`config.mk`:
```
export PLATFORM = sky130hd
export DESIGN_NAME = fuzz_state_hasher_flat
export DESIGN_NICKNAME = d
export VERILOG_FILES = /design/src/rtl/fuzz_state_hasher_if.sv /design/src/rtl/fuzz_state_hasher.sv /design/src/flat_wrapper.sv
export SDC_FILE = /design/constraint.sdc
export NUM_CORES = 1
export LEC_CHECK = 0
export CORE_ASPECT_RATIO = 1.25
export CORE_MARGIN = 4
export CORE_UTILIZATION = 28
export CTS_CLUSTER_DIAMETER = 40
export DETAILED_ROUTE_END_ITERATION = 12
export PLACE_DENSITY = 0.63
export SYNTH_ARGS = -nofsm -noshare
export SYNTH_HDL_FRONTEND = slang
export SYNTH_SLANG_ARGS = --single-unit
```
`constraint.sdc`:
```
create_clock -name clk -period 3.1 [get_ports clk]
set_input_delay 0.62 -clock clk [delete_from_list [all_inputs] [get_ports clk]]
set_output_delay 0.62 -clock clk [all_outputs]
set_load 0.01 [all_outputs]
```
`src/rtl/fuzz_state_hasher_if.sv`:
```
// Snapshot-in / hash-out bundle for fuzz_state_hasher.
// master drives the snapshot and consumes the result; slave is the hasher.
interface fuzz_state_hasher_if;
    logic        snap_valid;
    logic        snap_ready;
    logic [31:0] pc;
    logic [31:0] next_id;
    logic [31:0] num_modules;
    logic [31:0] step_count;
    logic [63:0] mu_discovery;
    logic [63:0] mu_execution;
    logic [63:0] pmask0;
    logic [63:0] pmask1;
    logic [31:0] dmem0;
    logic [31:0] dmem1;
    logic        hash_valid;
    logic        hash_ready;
    logic [255:0] final_hash;
    logic [63:0] mu_total;
    logic        mu_ovf;
    logic        busy;

    modport master (
        output snap_valid, pc, next_id, num_modules, step_count,
               mu_discovery, mu_execution, pmask0, pmask1, dmem0, dmem1,
               hash_ready,
        input  snap_ready, hash_valid, final_hash, mu_total, mu_ovf, busy
    );

    modport slave (
        input  snap_valid, pc, next_id, num_modules, step_count,
               mu_discovery, mu_execution, pmask0, pmask1, dmem0, dmem1,
               hash_ready,
        output snap_ready, hash_valid, final_hash, mu_total, mu_ovf, busy
    );
endinterface

```
`src/rtl/fuzz_state_hasher.sv`:
```
// End-of-run state hasher: captures a HALT snapshot, xorshift-mixes eight
// 32-bit lanes LANES_PER_CYCLE at a time, and holds the digest until taken.
module fuzz_state_hasher #(
    parameter int LANES_PER_CYCLE = 1
) (
    input  logic                clk,
    input  logic                rst_n,
    fuzz_state_hasher_if.slave  bus
);

    localparam logic [1:0] IDLE = 2'd0;
    localparam logic [1:0] MIX  = 2'd1;
    localparam logic [1:0] DONE = 2'd2;

    logic [1:0]        state_q, state_d;
    logic [3:0]        cnt_q, cnt_d;
    logic [7:0][31:0]  lane_q, lane_d;
    logic [63:0]       mu_total_q, mu_total_d;
    logic              mu_ovf_q, mu_ovf_d;

    logic [64:0]       mu_sum;
    logic [3:0]        cnt_end;
    logic [7:0][31:0]  raw_lanes;
    logic              unused_pmask_hi;

    function automatic logic [31:0] mix32(input logic [31:0] x);
        logic [31:0] y;
        y = x ^ (x << 13);
        y = y ^ (y >> 17);
        y = y ^ (y << 5);
        return y;
    endfunction

    // The 65-bit sum gives the wrapped mu_total and its carry in one adder.
    assign mu_sum  = {1'b0, bus.mu_discovery} + {1'b0, bus.mu_execution};
    assign cnt_end = cnt_q + 4'(LANES_PER_CYCLE);

    assign raw_lanes[0] = bus.pc ^ bus.next_id;
    assign raw_lanes[1] = bus.num_modules ^ bus.step_count;
    assign raw_lanes[2] = bus.mu_discovery[31:0] ^ bus.mu_execution[31:0];
    assign raw_lanes[3] = mu_sum[31:0];
    assign raw_lanes[4] = bus.pmask0[31:0];
    assign raw_lanes[5] = bus.pmask1[31:0];
    assign raw_lanes[6] = bus.dmem0;
    assign raw_lanes[7] = bus.dmem1;

    assign unused_pmask_hi = ^{bus.pmask0[63:32], bus.pmask1[63:32]};

    always_comb begin
        state_d    = state_q;
        cnt_d      = cnt_q;
        lane_d     = lane_q;
        mu_total_d = mu_total_q;
        mu_ovf_d   = mu_ovf_q;
        case (state_q)
            IDLE: begin
                if (bus.snap_valid) begin
                    lane_d     = raw_lanes;
                    mu_total_d = mu_sum[63:0];
                    mu_ovf_d   = mu_sum[64];
                    cnt_d      = 4'd0;
                    state_d    = MIX;
                end
            end
            MIX: begin
                // Lanes are mixed in place, so the window [cnt, cnt_end) is the active group.
                for (int i = 0; i < 8; i++) begin
                    if ((4'(i) >= cnt_q) && (4'(i) < cnt_end)) begin
                        lane_d[i] = mix32(lane_q[i]);
                    end
                end
                cnt_d = cnt_end;
                if (cnt_end >= 4'd8) begin
                    state_d = DONE;
                end
            end
            DONE: begin
                if (bus.hash_ready) begin
                    state_d = IDLE;
                end
            end
            default: begin
                state_d = IDLE;
            end
        endcase
    end

    always_ff @(posedge clk or negedge rst_n) begin
        if (!rst_n) begin
            state_q    <= IDLE;
            cnt_q      <= 4'd0;
            lane_q     <= '0;
            mu_total_q <= 64'd0;
            mu_ovf_q   <= 1'b0;
        end else begin
            state_q    <= state_d;
            cnt_q      <= cnt_d;
            lane_q     <= lane_d;
            mu_total_q <= mu_total_d;
            mu_ovf_q   <= mu_ovf_d;
        end
    end

    assign bus.snap_ready = (state_q == IDLE);
    assign bus.hash_valid = (state_q == DONE);
    assign bus.busy       = (state_q != IDLE);
    assign bus.final_hash = lane_q;
    assign bus.mu_total   = mu_total_q;
    assign bus.mu_ovf     = mu_ovf_q;

endmodule
```
`src/flat_wrapper.sv`:
```
// flat-port wrapper written by rule: the top's interface ports become plain ports
module fuzz_state_hasher_flat 
#(
    parameter int LANES_PER_CYCLE = 1
)
  (clk, rst_n, bus_snap_valid, bus_pc, bus_next_id, bus_num_modules, bus_step_count, bus_mu_discovery, bus_mu_execution, bus_pmask0, bus_pmask1, bus_dmem0, bus_dmem1, bus_hash_ready, bus_snap_ready, bus_hash_valid, bus_final_hash, bus_mu_total, bus_mu_ovf, bus_busy);
  fuzz_state_hasher_if bus_i ();
  input  logic clk;
  input  logic rst_n;
  input wire logic [$bits(bus_i.snap_valid)-1:0] bus_snap_valid;
  input wire logic [$bits(bus_i.pc)-1:0] bus_pc;
  input wire logic [$bits(bus_i.next_id)-1:0] bus_next_id;
  input wire logic [$bits(bus_i.num_modules)-1:0] bus_num_modules;
  input wire logic [$bits(bus_i.step_count)-1:0] bus_step_count;
  input wire logic [$bits(bus_i.mu_discovery)-1:0] bus_mu_discovery;
  input wire logic [$bits(bus_i.mu_execution)-1:0] bus_mu_execution;
  input wire logic [$bits(bus_i.pmask0)-1:0] bus_pmask0;
  input wire logic [$bits(bus_i.pmask1)-1:0] bus_pmask1;
  input wire logic [$bits(bus_i.dmem0)-1:0] bus_dmem0;
  input wire logic [$bits(bus_i.dmem1)-1:0] bus_dmem1;
  input wire logic [$bits(bus_i.hash_ready)-1:0] bus_hash_ready;
  output wire logic [$bits(bus_i.snap_ready)-1:0] bus_snap_ready;
  output wire logic [$bits(bus_i.hash_valid)-1:0] bus_hash_valid;
  output wire logic [$bits(bus_i.final_hash)-1:0] bus_final_hash;
  output wire logic [$bits(bus_i.mu_total)-1:0] bus_mu_total;
  output wire logic [$bits(bus_i.mu_ovf)-1:0] bus_mu_ovf;
  output wire logic [$bits(bus_i.busy)-1:0] bus_busy;
  assign bus_i.snap_valid = bus_snap_valid;
  assign bus_i.pc = bus_pc;
  assign bus_i.next_id = bus_next_id;
  assign bus_i.num_modules = bus_num_modules;
  assign bus_i.step_count = bus_step_count;
  assign bus_i.mu_discovery = bus_mu_discovery;
  assign bus_i.mu_execution = bus_mu_execution;
  assign bus_i.pmask0 = bus_pmask0;
  assign bus_i.pmask1 = bus_pmask1;
  assign bus_i.dmem0 = bus_dmem0;
  assign bus_i.dmem1 = bus_dmem1;
  assign bus_i.hash_ready = bus_hash_ready;
  assign bus_snap_ready = bus_i.snap_ready;
  assign bus_hash_valid = bus_i.hash_valid;
  assign bus_final_hash = bus_i.final_hash;
  assign bus_mu_total = bus_i.mu_total;
  assign bus_mu_ovf = bus_i.mu_ovf;
  assign bus_busy = bus_i.busy;
  fuzz_state_hasher #(.LANES_PER_CYCLE(LANES_PER_CYCLE)) u_core (.clk(clk), .rst_n(rst_n), .bus(bus_i));
endmodule
```
==> results of run 1 <==
[logic make-up (layout without fill, tap and decap cells)]
family | count (synthesis) | count (layout) | share of synthesized area (%)
compound gates | 893 | 893 | 21.66
other cells | 0 | 5 | 0
buf+inv | 288 | 1220 | 4.492
fa+ha+maj | 69 | 69 | 3.569
xor+xnor | 583 | 583 | 20.93
simple gates | 895 | 895 | 15.14
flops | 327 | 327 | 33.54
mux | 15 | 15 | 0.6717
[routing by layer]
| layer | global-route usage (%) | routed length (µm) |
|---|---|---|
| met5 | 0 | 108 |
| met4 | 9.381 | 4497 |
| met3 | 5.946 | 8012 |
| met2 | 38.54 | 52110 |
| met1 | 27.48 | 44400 |
[cells in the final DEF, fill, tap and decap left out, drive strengths merged, types with 5 or more instances in the layout]
| master | instances |
|---|---|
| buf | 314 |
| xor2 | 163 |
| clkbuf | 91 |
| clkinv | 20 |
| clkinvlp | 8 |
| o22a | 15 |
| nand3 | 87 |
| or3 | 7 |
| nand2b | 7 |
| diode | 5 |
| and2 | 7 |
| clkdlybuf4s50 | 691 |
| nor2b | 6 |
| nor2 | 388 |
| a21oi | 360 |
| bufinv | 11 |
| dlymetal6s2s | 16 |
| o211ai | 8 |
| mux2 | 11 |
| and3 | 6 |
| inv | 68 |
| ha | 68 |
| o21bai | 23 |
| dfrtp | 327 |
| a221oi | 8 |
| a211oi | 5 |
| a21o | 29 |
| nor3 | 38 |
| o22ai | 62 |
| o21ai | 276 |
| xnor2 | 420 |
| o31ai | 6 |
| nand2 | 316 |
| a22oi | 33 |
| nand4 | 23 |
| a31oi | 25 |
[timing repair]
item,in CTS,in global routing
gates resized for setup,14,56
setup buffers,9,11
endpoints found under the hold margin,0,0
pin swaps,11,29
setup endpoints to repair,34,41
[registers in the layout (all words and copies together), names as in the netlist]
signal	count
u_core.bus.mu_total	64
u_core.bus.mu_ovf	1
u_core.state_q	2
u_core.bus.final_hash	256
u_core.cnt_q	4
[worst paths after layout]
path                            slack [ns]                    start                    endpoint  cells past startpoint
worst max-delay path                  0.05     bus_mu_execution[16]     u_core.bus.mu_total[61]                     12
worst min-delay path                  0.06                    rst_n     u_core.bus.mu_total[62]                      1
worst max register to register        0.29          u_core.cnt_q[1]  u_core.bus.final_hash[122]                      7
worst min register to register        0.47  u_core.bus.mu_total[32]     u_core.bus.mu_total[32]                      2
max in group asynchronous             2.18                    rst_n  u_core.bus.final_hash[250]                      2
min in group clk                      0.47  u_core.bus.mu_total[32]     u_core.bus.mu_total[32]                      2
[synth_stat cells, types with 4 or more instances]
library cell and n:
nand2_1 316, a21o_1 29, nor3_1 37, xnor2_1 420, o22ai_1 62, a31oi_1 23
ha_1 68, o21ai_0 263, nand2b_1 7, dfrtp_1 327, nand4_1 23, a22oi_1 33
o21ai_1 12, xor2_1 163, nor2b_1 6, buf_1 8, and2_1 6, o22a_1 15
mux2_2 11, a21oi_1 356, o21bai_1 23, nand3_1 87, and3_1 5, clkbuf_1 205
a211o_1 4, a221o_1 4, nor2_1 388, o211ai_1 6, or3_1 7, mux2i_1 4
a221oi_1 6, buf_2 12, inv_1 63
[power by group]
part           total (µW)  leakage, µW  switching (µW)  internal, µW
Combinational       33900       0.0105           18500         15400
Sequential           9880      0.00386            3340          6530
Clock                8300      0.00125            2780          5510
[final cells by class]
type	count	area, µm²
Antenna cell	5	12.51
Clock inverter	44	598.1
Timing Repair Buffer	1024	9721
Clock buffer	89	1989
Multi-Input combinational cell	2455	15520
Tap cell	1159	1450
Fill cell	8411	48330
Sequential cell	327	8183
Inverter	63	236.5
[through the flow]
step	power, µW	hold WS, ns	util [%]	instances
after floorplan	31420	0.3244	-	3070
after global placement	42980	0.4581	40.21	5008
after detailed placement	43500	0.4656	40.21	5008
after CTS	52250	0.04775	43.43	5150
after global routing	56210	0.08662	43.82	5163
final	52050	0.06245	43.83	5166
[worst max-delay path, stage by stage]
cell             delay (ns)
clkdlybuf4s50_1        0.51
ha_4                   0.23
a21o_1                 0.19
a21o_1                 0.19
a221o_1                0.35
a221oi_4               0.33
a2111oi_4              0.12
buf_4                  0.18
o211ai_1               0.22
o211ai_2               0.19
nor4_2                 0.28
a211oi_1               0.07
==> reports/summary.txt, run 1 <==
cell taking the most area after synthesis -> dfrtp_1
CORE AREA -> 0.08603 mm²
row count -> 120
Final ANT Viol Nets -> 0
die width -> 272.0 µm
Root Buffer Master -> clkbuf_16
arrival time worst endpoint -> 3.50 ns
area share of the largest cell type after synthesis -> 33.54%
max cap viols -> 0
Max Clock Freq -> 0.3277 GHz
Cell Area, Placed -> 0.03459 mm²
WS Path Type -> input pin to register
mapped cell area -> 0.02440 mm²
share of layout cells above drive strength 1 -> 13.04%
flops & latches, synth -> 327
Top FF cell, synth -> dfrtp_1
clk slew on worst S/H paths -> 0.04 ns
mean area per synthesized cell -> 7.948 µm²
leak pwr -> 0.01558 µW
initial core utilization -> 28.36%
Post-route DRC -> 0
Tot GR Track Use -> 22.72%
worst vdd ir -> 0.8675 mV
DR pass1 iterations -> 6
Post-synth EDFFs -> 0
CP Launch Type -> input pin
global-route wire length before repair -> 160,600 µm
worst-skew pair later-pin latency -> 0.62 ns
final hold vios -> 0
CP max FO -> 4
number of buffers added on ports -> 711
via density per instance -> 4.954
initial antenna violation count -> 13
worst-margin pin slew -> 1.257 ns
Setup TNS Final -> 0 ns
post-synth cell types -> 78
Pwr per Cell Area -> 1380 mW/mm²
global route overflow -> 0
Setup WS pre-CTS -> -0.9503 ns
Clock Skew -> 0.02952 ns
Area Overhead vs Synth -> 54.53%
gpl congestion -> 0.9238
number of global-route vias before repair -> 25,457
worst hold-check path type -> input pin to asynchronous set/reset pin
Clock Path Buffers -> 3
cts bufs inserted -> 73
largest net degree at the start of global routing -> 182
RSZ-0062 raised after global routing -> true
dpl hpwl -> 85,360 µm
drt initial violations -> 1,880
ys async rst share -> 100.0%
Synth area leaders -> dfrtp_1 (34%), xnor2_1 (15%), a21oi_1 (7.3%)
Ports -> 776
cts hold-fix bufs -> 0
shortest period the worst path allows -> 3.051 ns
Slew Limit Fails -> 0
CTS H-Tree Depth -> 3
outcome -> completed
final wirelength -> 109,100 µm
Mapped Cells -> 3,070
die area -> 0.09196 mm²
Die Y-Extent -> 338.1 µm
yosys warns -> 0
worst rel slew slack -> 16.03%
WL per Instance -> 21.12 µm
final net count -> 4,465
Critical Path RT -> 3.55 ns
# clock sinks -> 327
Final WS setup -> 0.04861 ns
register area share after synthesis -> 33.54%
CP Capture Type -> register
fin crit share -> 98.43%
via count -> 25,593
CTS tree -> done
fin area -> 0.03771 mm²
post-synthesis net count -> 3,591
setup violators final -> 0
Power figures use the tool's default switching activity.
==> run 2: changes to the inputs <==
- HOLD_SLACK_MARGIN: default -> 0.06
==> reports/summary.txt, run 2 (synthesis results as in run 1) <==
outcome -> completed
worst rel slew slack -> 14.81% (-1.2 points)
CP Capture Point -> u_core.bus.mu_total[61]
fillers -> 8,413 (+0.024%)
Die Y-Extent -> 338.1 µm (unchanged)
initial core utilization -> 28.36% (unchanged)
CP Capture Type -> register
Post-route DRC -> 0 (unchanged)
via count -> 25,544 (-0.19%)
final net count -> 4,466 (+0.022%)
leak pwr -> 0.01558 µW (about the same)
Root Buffer Master -> clkbuf_16
Pwr per Cell Area -> 1380 mW/mm² (about the same)
drt initial violations -> 1,903 (+1.2%)
Ports -> 776 (unchanged)
Max Clock Freq -> 0.3279 GHz (about the same)
die area -> 0.09196 mm² (unchanged)
global-route wire length before repair -> 160,600 µm (about the same)
CTS H-Tree Depth -> 3 (unchanged)
Worst Path Buf+Inv -> 2 (unchanged)
DR pass1 iterations -> 8 (+2)
commonest non-fill, non-tap cell in the layout -> clkdlybuf4s50_1
WS Path Type -> input pin to register
share of layout cells above drive strength 1 -> 13.04% (about the same)
critical path depth -> 12 (unchanged)
fin area -> 0.03772 mm² (about the same)
CP Launch Type -> input pin
row count -> 120 (unchanged)
final wirelength -> 109,100 µm (about the same)
worst-margin pin slew -> 1.275 ns (+0.01824 ns)
fin crit share -> 98.36% (about the same)
global route overflow -> 0 (unchanged)
number of global-route vias before repair -> 25,462 (+0.020%)
commonest cells after routing, fill and taps aside -> clkdlybuf4s50_1 (691), xnor2_1 (420), nor2_1 (386)
final hold vios -> 0 (unchanged)
Final WS setup -> 0.05069 ns (+0.002085 ns)
r2r startpoint -> u_core.cnt_q[1]
worst vdd ir -> 0.8612 mV (-0.73%)
Final ANT Viol Nets -> 0 (unchanged)
WL per Instance -> 21.12 µm (about the same)
# clock sinks -> 327 (unchanged)
initial antenna violation count -> 13 (unchanged)
Cells after DPL -> 5,008 (unchanged)
arrival time worst endpoint -> 3.50 ns (about the same)
Tot GR Track Use -> 22.73% (about the same)
CTS tree -> done
worst-skew pair later-pin latency -> 0.62 ns (about the same)
CORE AREA -> 0.08603 mm² (unchanged)
crit path cell chain -> clkdlybuf4s50_1 > ha_4 > a21o_1 > a21o_1 > a221o_1 > a221oi_4 > a2111oi_4 > buf_4 > o211ai_1 > o211ai_2 > nor4_2 > a211oi_1
Slowest-stage cell, CP -> clkdlybuf4s50_1
RSZ-0062 raised after global routing -> true
max reg flops -> 256 (unchanged)
area of the multi-input gates -> 0.01552 mm² (unchanged)
CP max FO -> 4 (unchanged)
Power Total -> 52,030 µW (about the same)
delay-heaviest family, CP -> compound AO/OA/AOI/OAI gates
clk slew on worst S/H paths -> 0.04 ns (about the same)
critical path's largest stage delay -> 0.51 ns (about the same)
Critical Path RT -> 3.55 ns (about the same)
worst-case reg-to-reg path depth -> 7 (unchanged)
shortest period the worst path allows -> 3.049 ns (-0.002085 ns)
largest net degree at the start of global routing -> 182 (unchanged)
cell mode on critical path -> a21o_1
max cap viols -> 0 (unchanged)
Crit Reg-Reg Endpoint -> u_core.bus.final_hash[122]
via density per instance -> 4.944 (-0.21%)
Setup WS pre-CTS -> -0.9503 ns (unchanged)
cts bufs inserted -> 73 (unchanged)
total area of sequential cells -> 0.008183 mm² (unchanged)
gpl congestion -> 0.9238 (unchanged)
setup violators final -> 0 (unchanged)
Cell Area, Placed -> 0.03459 mm² (unchanged)
Slew Limit Fails -> 0 (unchanged)
Clock Path Buffers -> 3 (unchanged)
reg-to-reg slack, setup -> 0.29 ns (about the same)
dpl hpwl -> 85,360 µm (unchanged)
CP Launch Point -> bus_mu_execution[16]
number of buffers added on ports -> 711 (unchanged)
Clock Skew -> 0.02817 ns (-0.001349 ns)
Cell Count, Final, Fillers Out -> 5,167 (+0.019%)
Area Overhead vs Synth -> 54.57% (about the same)
die width -> 272.0 µm (unchanged)
worst hold-check path type -> register to register
[run 2: layer usage]
layer	global-route usage, %	wire length, µm
met1	27.48	44390
met4	9.381	4464
met2	38.55	52030
met3	5.946	8140
met5	0	108
[run 2: power breakdown]
part / leakage (µW) / switching, µW / internal [µW]
combinational: 0.0105 / 18500 / 15400
clock: 0.00125 / 2780 / 5510
sequential: 0.00386 / 3350 / 6530
[run 2: worst min path at each step]
| stage | from | cells after the start | endpoint | slack, ns |
|---|---|---|---|---|
| after detailed placement | u_core.bus.mu_total[21] | 2 | u_core.bus.mu_total[21] | 0.47 |
| after floorplan | rst_n | 0 | u_core.bus.final_hash[0] | 0.32 |
| after global routing | u_core.bus.mu_total[35] | 2 | u_core.bus.mu_total[35] | 0.51 |
| final | u_core.bus.mu_total[32] | 2 | u_core.bus.mu_total[32] | 0.47 |
| after CTS | u_core.bus.mu_total[32] | 2 | u_core.bus.mu_total[32] | 0.48 |
| after global placement | u_core.bus.mu_total[39] | 2 | u_core.bus.mu_total[39] | 0.46 |
[run 2: worst register-to-register path, stage by stage, from the launching register on]
cell	delay [ns]
dfrtp_1	0.49
nand3_1	0.17
xor2_1	0.27
buf_4	0.20
nand3_1	0.16
a21oi_4	1.02
o21bai_1	0.23
o221a_2	0.17
[run 2: repair_timing]
| action | CTS | global route |
|---|---|---|
| pin swaps | 11 | 29 |
| gates resized for setup | 14 | 56 |
| hold buffers | 1 | 0 |
| setup endpoints to repair | 34 | 41 |
| hold endpoints to repair | 22 | 0 |
| setup buffers | 9 | 11 |
[run 2: layout make-up]
cell class	instances	share of cell area (%)
antenna	5	0.03317
clock buffer	89	5.275
timing repair buffer	1025	25.80
multi-input combinational	2455	41.14
sequential	327	21.70
clock inverter	44	1.586
tap	1159	3.845
inverter	63	0.6270
[run 2: through the flow]
step	hold slack (ns)	setup TNS (ns)	utilization, %
after detailed placement	0.4656	-48.31	40.21
after CTS	0.4778	-0.02433	43.44
after global placement	0.4581	-45.57	40.21
after global routing	0.5086	-0.02514	43.83
after floorplan	0.3244	0	-
final	0.4721	0	43.84
==> run 3: changes to the inputs <==
- CORE_AREA: default -> 2 2 299 301
- CORE_ASPECT_RATIO: 1.25 -> default
- CORE_MARGIN: 4 -> default
- CORE_UTILIZATION: 28 -> default
- DIE_AREA: default -> 0 0 301 303
==> reports/summary.txt, run 3 (synthesis results as in run 1) <==
outcome -> completed
number of buffers added on ports -> 711 (unchanged)
number of global-route vias before repair -> 25,362 (-0.39%)
Final ANT Viol Nets -> 0 (unchanged)
share of layout cells above drive strength 1 -> 13.46% (+0.42 points)
fillers -> 8,622 (+2.5%)
initial core utilization -> 27.74% (-0.62 points)
Power Total -> 52,750 µW (+1.4%)
CP Launch Type -> input pin
Die Y-Extent -> 303 µm (-10%)
dpl hpwl -> 85,610 µm (+0.29%)
area of the multi-input gates -> 0.01551 mm² (about the same)
drt initial violations -> 1,914 (+0.58%)
leak pwr -> 0.01566 µW (+0.52%)
worst hold slack -> 0.04682 ns (-0.4253 ns)
global-route wire length before repair -> 161,500 µm (+0.55%)
DR pass1 iterations -> 5 (-3)
commonest non-fill, non-tap cell in the layout -> clkdlybuf4s50_1
fin crit share -> 99.58% (+1.2 points)
Clock Path Buffers -> 3 (unchanged)
Post-route DRC -> 0 (unchanged)
cts bufs inserted -> 83 (+14%)
CP Capture Type -> register
initial antenna violation count -> 9 (-4)
clk slew on worst S/H paths -> 0.05 ns (about the same)
CP max FO -> 4 (unchanged)
via count -> 25,746 (+0.79%)
Switching Share -> 46.50% (-0.76 points)
worst-margin pin slew -> 1.187 ns (-0.08799 ns)
max cap viols -> 0 (unchanged)
worst hold-check path type -> input pin to asynchronous set/reset pin
die area -> 0.09120 mm² (-0.83%)
largest net degree at the start of global routing -> 160 (-12%)
Max Clock Freq -> 0.3240 GHz (-1.2%)
global route overflow -> 0 (unchanged)
final net count -> 4,462 (-0.090%)
Cell Area, Placed -> 0.03463 mm² (+0.12%)
worst rel slew slack -> 20.69% (+5.9 points)
worst-skew pair later-pin latency -> 0.62 ns (about the same)
via density per instance -> 4.970 (+0.54%)
CORE AREA -> 0.08797 mm² (+2.2%)
WL per Instance -> 21.28 µm (+0.77%)
Slew Limit Fails -> 0 (unchanged)
Psw -> 24,530 µW (-0.25%)
Root Buffer Master -> clkbuf_16
fin area -> 0.03805 mm² (+0.88%)
arrival time worst endpoint -> 3.56 ns (+0.06 ns)
final wirelength -> 110,200 µm (+1.0%)
Internal Pwr Total -> 28,220 µW (+2.8%)
die width -> 301 µm (+11%)
Clk pwr share -> 17.7% (+1.8 points)
WS Path Type -> input pin to register
Comb pwr share -> 63.5% (-1.6 points)
Area Overhead vs Synth -> 55.93%
CTS tree -> done
Critical Path RT -> 3.57 ns (+0.02 ns)
setup violators final -> 0 (unchanged)
Pwr per Cell Area -> 1386 mW/mm² (+0.49%)
final hold vios -> 0 (unchanged)
gpl congestion -> 0.9412 (+1.9%)
share of power burned in registers -> 18.8% (-0.2 points)
shortest period the worst path allows -> 3.087 ns (+0.03758 ns)
row count -> 109 (-9.2%)
commonest cells after routing, fill and taps aside -> clkdlybuf4s50_1 (694), xnor2_1 (419), nor2_1 (386)
max reg flops -> 256 (unchanged)
total area of sequential cells -> 0.008183 mm² (unchanged)
# clock sinks -> 327 (unchanged)
reg-to-reg slack, setup -> 0.51 ns (+0.22 ns)
Clock Skew -> 0.01712 ns (-0.01105 ns)
Tot GR Track Use -> 23.32% (+0.59 points)
Ports -> 776 (unchanged)
CTS H-Tree Depth -> 3 (unchanged)
worst vdd ir -> 0.8983 mV (+4.3%)
[run 3: changes by cell type in the layout (fill, tap and decap cells not counted), moves of 4 or more]
cell | before | now
a21oi_2 | 7 | 11
buf_12 | 17 | 21
buf_4 | 294 | 272
buf_6 | 2 | 6
clkbuf_16 | 75 | 84
clkinv_2 | 10 | 18
clkinvlp_4 | 8 | 12
dlymetal6s2s_1 | 16 | 6
o21ai_0 | 261 | 257
[run 3: final timing paths]
path | start | endpoint | depth (start not counted)
max | bus_mu_execution[13] | u_core.bus.mu_total[63] | 14
min | rst_n | u_core.bus.final_hash[81] | 1
max reg2reg | u_core.cnt_q[1] | u_core.bus.final_hash[125] | 7
min reg2reg | u_core.bus.mu_total[39] | u_core.bus.mu_total[39] | 2
max in group asynchronous | rst_n | u_core.bus.final_hash[178] | 2
min in group clk | u_core.bus.mu_total[39] | u_core.bus.mu_total[39] | 2
[run 3: repair_timing]
action                                  in CTS  in global routing
pin swaps                                   25                 30
buffers inserted                             8                  3
endpoints found under the setup margin      56                 32
gates resized for setup                     32                 55
hold buffers                                 0                  0
[run 3: metrics by stage]
step	setup slack (ns)	util (%)	instances	setup TNS, ns
floorplan	0.002685	-	3070	0
global placement	-1.047	39.37	5010	-54.95
detailed placement	-1.093	39.37	5010	-57.59
CTS	0.0003066	42.98	5173	0
global route	-0.00002864	43.25	5179	-0.00002864
finish	0.01312	43.25	5180	0
[run 3: area by class of cell]
cell class                 count  share of cell area, %
antenna                        4                0.02631
multi-input combinational   2455                  40.77
inverter                      63                 0.6215
timing repair buffer        1011                  25.36
clock buffer                  99                  5.883
clock inverter                56                  1.999
sequential                   327                  21.51
tap                         1165                  3.831
[run 3: per-layer routing]
layer  wire [µm]  global-route usage (%)  vias to the layer above  share of wire [%]
met3        8197                   5.542                      194                7.4
met5          55                       0                        -              0.050
met2       55250                   41.33                     1020                 50
li1            -                       -                    12267                  -
met4        3698                   7.937                        8                3.4
met1       43050                   27.51                    12257                 39
[run 3: critical path: stages]
cell and delay (ns):
clkdlybuf4s50_1 0.57, ha_4 0.25, buf_4 0.14, nand2_1 0.07
o21ai_0 0.13, a221o_1 0.36, a221oi_4 0.32, a2111oi_4 0.14
o211ai_1 0.27, o211ai_2 0.23, buf_4 0.19, buf_4 0.12
nand2_1 0.05, o211ai_1 0.08
[run 3: power by group through the flow]
stage / clock (µW) / sequential (µW) / combinational, µW
floorplan: 0 / 9430 / 22000
global placement: 0 / 9860 / 32700
detailed placement: 0 / 9890 / 33200
CTS: 9520 / 9880 / 33500
global route: 9730 / 10200 / 37000
finish: 9360 / 9920 / 33500
